[config.mk]
export PLATFORM = sky130hd
export DESIGN_NAME = dequant_4x4
export DESIGN_NICKNAME = d
export VERILOG_FILES = /design/src/rtl/dequant_4x4.sv
export SDC_FILE = /design/constraint.sdc
export NUM_CORES = 1
export LEC_CHECK = 0
export ABC_AREA = 1
export CAP_MARGIN = 20
export CORE_UTILIZATION = 49
export CTS_BUF_LIST = sky130_fd_sc_hd__clkbuf_2 sky130_fd_sc_hd__clkbuf_4 sky130_fd_sc_hd__clkbuf_8
export DETAILED_ROUTE_END_ITERATION = 8
export HOLD_SLACK_MARGIN = 0.06
export PLACE_DENSITY = 0.79
export SLEW_MARGIN = 20
export SYNTH_ARGS = -nofsm -noshare
export SYNTH_HDL_FRONTEND = slang
export SYNTH_SLANG_ARGS = --single-unit
export TNS_END_PERCENT = 100
[constraint.sdc]
create_clock -name clk -period 12.4 [get_ports clk]
set_input_delay 1.24 -clock clk [delete_from_list [all_inputs] [get_ports clk]]
set_output_delay 1.24 -clock clk [all_outputs]
set_load 0.03 [all_outputs]
[src/rtl/dequant_4x4.sv]
// Inverse quantizer for one 4x4 block: scales zig-zag ordered levels by the H.264 LevelScale
// factor and stores them in raster order. Optional output saturation via `DEQUANT_SAT_EN.
//
// state  | meaning
// -------+----------------------------------------------------------
// S_LOAD | accepting levels into the buffer (in_ready=1)
// S_FULL | complete block presented on out_coef (out_valid=1)

module dequant_4x4 #(
   parameter int BIT_LENGTH = 15
) (
   input  logic                         clk,
   input  logic                         reset,
   input  logic                         in_valid,
   output logic                         in_ready,
   input  logic signed [BIT_LENGTH:0]   in_coef,
   input  logic                         in_last,
   input  logic [5:0]                   qp,
   output logic                         out_valid,
   input  logic                         out_ready,
   output logic signed [BIT_LENGTH:0]   out_coef [16]
);

   typedef enum logic {
      S_LOAD = 1'b0,
      S_FULL = 1'b1
   } state_t;

   state_t                      state_q, state_d;
   logic [3:0]                  k_q, k_d;
   logic [5:0]                  qp_r;
   logic [5:0]                  qp_cl;
   logic [5:0]                  qp_use;
   logic [3:0]                  qp_div;
   logic [2:0]                  qp_mod;
   logic [3:0]                  raster;
   logic [4:0]                  v_sel;
   logic                        accept;
   logic                        out_hs;
   logic signed [31:0]          prod;
   logic signed [31:0]          scaled;
   logic signed [BIT_LENGTH:0]  coef_w;
   logic signed [BIT_LENGTH:0]  buf_q [16];

   function automatic logic [3:0] zz_map(input logic [3:0] k);
      logic [3:0] r;
      case (k)
         4'd0:    r = 4'd0;
         4'd1:    r = 4'd1;
         4'd2:    r = 4'd4;
         4'd3:    r = 4'd8;
         4'd4:    r = 4'd5;
         4'd5:    r = 4'd2;
         4'd6:    r = 4'd3;
         4'd7:    r = 4'd6;
         4'd8:    r = 4'd9;
         4'd9:    r = 4'd12;
         4'd10:   r = 4'd13;
         4'd11:   r = 4'd10;
         4'd12:   r = 4'd7;
         4'd13:   r = 4'd11;
         4'd14:   r = 4'd14;
         default: r = 4'd15;
      endcase
      return r;
   endfunction

   // Repeated subtraction; qp is already clamped to 0..51, so eight steps always suffice.
   function automatic logic [6:0] qp_split(input logic [5:0] q);
      logic [5:0] rem;
      logic [3:0] quo;
      rem = q;
      quo = 4'd0;
      for (int i = 0; i < 8; i++) begin
         if (rem >= 6'd6) begin
            rem = rem - 6'd6;
            quo = quo + 4'd1;
         end
      end
      return {quo, 3'(rem)};
   endfunction

   // cls: 0 = both even, 1 = mixed, 2 = both odd
   function automatic logic [4:0] v_lookup(input logic [2:0] m, input logic [1:0] cls);
      logic [4:0] v;
      case (m)
         3'd0:    v = (cls == 2'd0) ? 5'd10 : (cls == 2'd1) ? 5'd13 : 5'd16;
         3'd1:    v = (cls == 2'd0) ? 5'd11 : (cls == 2'd1) ? 5'd14 : 5'd18;
         3'd2:    v = (cls == 2'd0) ? 5'd13 : (cls == 2'd1) ? 5'd16 : 5'd20;
         3'd3:    v = (cls == 2'd0) ? 5'd14 : (cls == 2'd1) ? 5'd18 : 5'd23;
         3'd4:    v = (cls == 2'd0) ? 5'd16 : (cls == 2'd1) ? 5'd20 : 5'd25;
         default: v = (cls == 2'd0) ? 5'd18 : (cls == 2'd1) ? 5'd23 : 5'd29;
      endcase
      return v;
   endfunction

   always_comb begin
      qp_cl          = (qp > 6'd51) ? 6'd51 : qp;
      qp_use         = (k_q == 4'd0) ? qp_cl : qp_r;
      {qp_div, qp_mod} = qp_split(qp_use);
      raster         = zz_map(k_q);
      // raster[2] is row parity, raster[0] is column parity
      if (!raster[2] && !raster[0])
         v_sel = v_lookup(qp_mod, 2'd0);
      else if (raster[2] && raster[0])
         v_sel = v_lookup(qp_mod, 2'd2);
      else
         v_sel = v_lookup(qp_mod, 2'd1);
      prod   = 32'(in_coef) * $signed({27'd0, v_sel});
      scaled = prod <<< qp_div;
   end

`ifdef DEQUANT_SAT_EN
   localparam logic signed [31:0] SAT_MAX = (32'sd1 <<< BIT_LENGTH) - 32'sd1;
   localparam logic signed [31:0] SAT_MIN = -(32'sd1 <<< BIT_LENGTH);

   always_comb begin
      if (scaled > SAT_MAX)
         coef_w = SAT_MAX[BIT_LENGTH:0];
      else if (scaled < SAT_MIN)
         coef_w = SAT_MIN[BIT_LENGTH:0];
      else
         coef_w = scaled[BIT_LENGTH:0];
   end
`else
   logic unused_scaled_hi;

   assign coef_w           = scaled[BIT_LENGTH:0];
   assign unused_scaled_hi = ^scaled[31:BIT_LENGTH+1];
`endif

   always_comb begin
      state_d   = state_q;
      k_d       = k_q;
      in_ready  = 1'b0;
      out_valid = 1'b0;
      case (state_q)
         S_LOAD: begin
            in_ready = 1'b1;
            if (in_valid) begin
               if (k_q == 4'd15 || in_last) begin
                  state_d = S_FULL;
                  k_d     = 4'd0;
               end else begin
                  k_d = k_q + 4'd1;
               end
            end
         end
         default: begin
            out_valid = 1'b1;
            if (out_ready) begin
               state_d = S_LOAD;
               k_d     = 4'd0;
            end
         end
      endcase
   end

   assign accept = in_valid & in_ready;
   assign out_hs = out_valid & out_ready;

   // Clearing on the output handshake is what makes early-terminated blocks zero-filled.
   always_ff @(posedge clk or negedge reset) begin
      if (!reset) begin
         state_q <= S_LOAD;
         k_q     <= 4'd0;
         qp_r    <= 6'd0;
         for (int i = 0; i < 16; i++)
            buf_q[i] <= '0;
      end else begin
         state_q <= state_d;
         k_q     <= k_d;
         if (accept && k_q == 4'd0)
            qp_r <= qp_cl;
         if (out_hs) begin
            for (int i = 0; i < 16; i++)
               buf_q[i] <= '0;
         end else if (accept) begin
            buf_q[raster] <= coef_w;
         end
      end
   end

   assign out_coef = buf_q;

endmodule

==> results.md <==
* CTS root buffer: clkbuf_8
* Most Crowded Layer GR: met2
* Cells after DPL at 2530
* CTS buffer count at 43
* Initial antenna violation count at 1
* DRC Markers at 0
* Tot GR Track Use at 0.304
* Pre-antenna DRT Iters at 5
* Clock latency on the worst-skew pair at 0.56 ns
* Wire per inst at 18.2 um
* Layout cells sized above 1 at 0.179
* Max-Cap Viols at 0
* Crit path to: out_coef[239]
* Die area at 31200 um^2
* Total gr overflow at 0
* Final WL at 47.9 mm
* Setup violators final at 0
* Synth Area in Compound Gates at 0.126
* Met1 global-route usage at 0.389
* Layout Nets at 2313
* Setup slack after layout at 0.684 ns
* Vias per cell at 5.44
* Data arrival, critical path at 12.15 ns
* Sequential element share of the synthesized area at 0.447
* Routed Antenna Nets at 0
* CTS sink cnt at 267
* Commonest non-fill, non-tap cell in the layout: nand2_1
* Critical setup path kind: in2reg
* Startpoint Class: input port
* Final Non-Filler Cells at 2626
* Worst hold path type: reg2reg
* Hold Vio Cnt, Final at 0
* Pre-CTS WS at -0.709 ns
* Critical path's largest stage delay at 0.54 ns
* # port buffers at 284
* Final worst path period need at 11.72 ns
* FFs w/ async S/R, synth at 1.00
* Synth Flop Type: dfrtp_1
* CTS tree: yes
* Initial core utilization at 0.502
* Most frequent cells in the layout: nand2_1, clkdlybuf4s50_1, dfrtp_1
* R2R Path End: out_coef[239]
* Tcrit/Tclk final at 0.945
* Xor/xnor cell area share of the yosys netlist at 0.0175
* Synth Warn # at 0
* Min Hold Slack at 0.481 ns
* Flop-to-flop setup slack at 0.92 ns
* Main combinational cell family by area after synthesis: simple AND/OR/NAND/NOR gates
* Area occupied by registers at 6680 um^2
* Number of global-route vias before repair at 13939
* Final Skew at 0.0166 ns
* Mux cell area share after synthesis at 0.00352
* Fill cells at 2275
* Site row count at 63
* Top-Level Pins at 285
* Grt met3 use at 0.0498
* Clock Path Buffers at 3
* Status: complete, no violations
* Normalized max-slew margin at 0.206
* Worst R2R Path Depth at 95
* Worst Setup SP: qp[2]
* Simple-Gate Fraction of Synth Area at 0.240
* Placer Congestion at 0.952
* Worst-Margin Slew at 1.19 ns
* Slowest cell on crit path: fa_1
* Post-Synth Adder-Cell Area at 0.0879
* Post-synth EDFFs at 0
* Clock-pin transition on the worst setup and hold timing paths at 0.06 ns
* H-Tree Depth at 2
* Synth Net Count at 1917
* R2r startpoint: k_q[0]
* Worst setup EP type: flop
* Crit-path max FO at 8
* Synth Register Bits at 267
* N_diodes at 0
* Pins Over Slew Limit at 0
* Post-DP HPWL at 34.1 mm
* Die Y at 177 um
* Synthesized instance count at 1806
* CP required at 12.84 ns
* Area grow syn2layout at 36.5%
* Fmax at 85.4 MHz
* Die Wd at 177 um
* Multi-input logic area at 7510 um^2
* Cell Area, Synth at 14900 um^2
* Total number of vias at 14285
* First-pass GRT wire length at 74.2 mm
* Design area at 20400 um^2
* Avg Synthesized Cell Area at 8.28 um^2
* Netlist cell types at 54
* Core area at 29800 um^2
* Global-route met2 utilization at 0.517
* Initial DRC Count at 1209
* Post-DP Area at 18900 um^2
* Largest net degree at the start of global routing at 115
-- per-stage QoR --
stage	setup TNS, ns	util
global placement	-0.709	0.634
finish	0	0.685
detailed placement	-57.22	0.634
global route	-7.11	0.685
CTS	0	0.668
floorplan	0	-
-- cell families (layout without fill, tap and decap cells) --
kind of cell	count (synthesis)	count (layout)
and+or+nand+nor	807	808
AOI/OAI and AO/OA	343	343
buffers and inverters	271	700
DFF	267	267
adders and majority gates	84	84
xor gates and xnor gates	29	29
muxes	5	5
-- cell type report --
type	count	area share
repair buffers	419	0.195
clock buffers	67	0.0418
flip-flops and latches	267	0.327
multi-input cells	1269	0.368
inverters	202	0.0374
clock inverters	12	0.00638
well taps	390	0.0239
-- worst min-delay path by stage --
| stage | from | end | cells after the start |
|---|---|---|---|
| CTS | out_coef[95] | out_coef[95] | 2 |
| detailed placement | out_coef[95] | out_coef[95] | 2 |
| global placement | out_coef[222] | out_coef[222] | 2 |
| floorplan | qp_r[2] | qp_r[2] | 1 |
| finish | out_coef[111] | out_coef[111] | 2 |
| global route | out_coef[241] | out_coef[241] | 2 |
-- flip-flops by register name, indices dropped and copies added (netlist names) --
name	cells
out_coef	256
qp_r	6
k_q	4
state_q	1
-- synth_stat cells (22+ instances only) --
cell type | number | area [um^2]
ha_1 | 49 | 613
nand2_1 | 530 | 1990
a21oi_1 | 22 | 110
fa_1 | 35 | 701
nand3_1 | 67 | 335
inv_1 | 188 | 706
clkbuf_1 | 32 | 120
nand2_2 | 27 | 169
dfrtp_1 | 267 | 6680
o21ai_0 | 170 | 851
nor2_1 | 123 | 462
o21ai_1 | 107 | 536
-- critical path, delay by kind of cell --
family	cells	cell delay (ns)
AO/OA/AOI/OAI	10	1.44
adder cells (fa/ha/maj)	10	2.80
AND/OR/NAND/NOR	55	4.66
buffers and inverters	22	1.96
-- timing repair --
item / CTS / global route
pin swaps: 1 / 47
hold buffers: 0 / 0
buffers inserted: 2 / 14
setup endpoints to repair: 34 / 192
endpoints found under the hold margin: 0 / 0
gates cloned: 0 / 1
gates resized for setup: 10 / 98
-- per-layer routing --
| layer | vias up | part of all wire |
|---|---|---|
| li1 | 6570 | - |
| met1 | 6885 | 0.39 |
| met2 | 694 | 0.49 |
| met3 | 134 | 0.084 |
| met4 | 2 | 0.036 |
| met5 | - | 0.00027 |
Power is not shown: default switching activity piles up to over one toggle a cycle in this logic, so the estimate is an artifact.
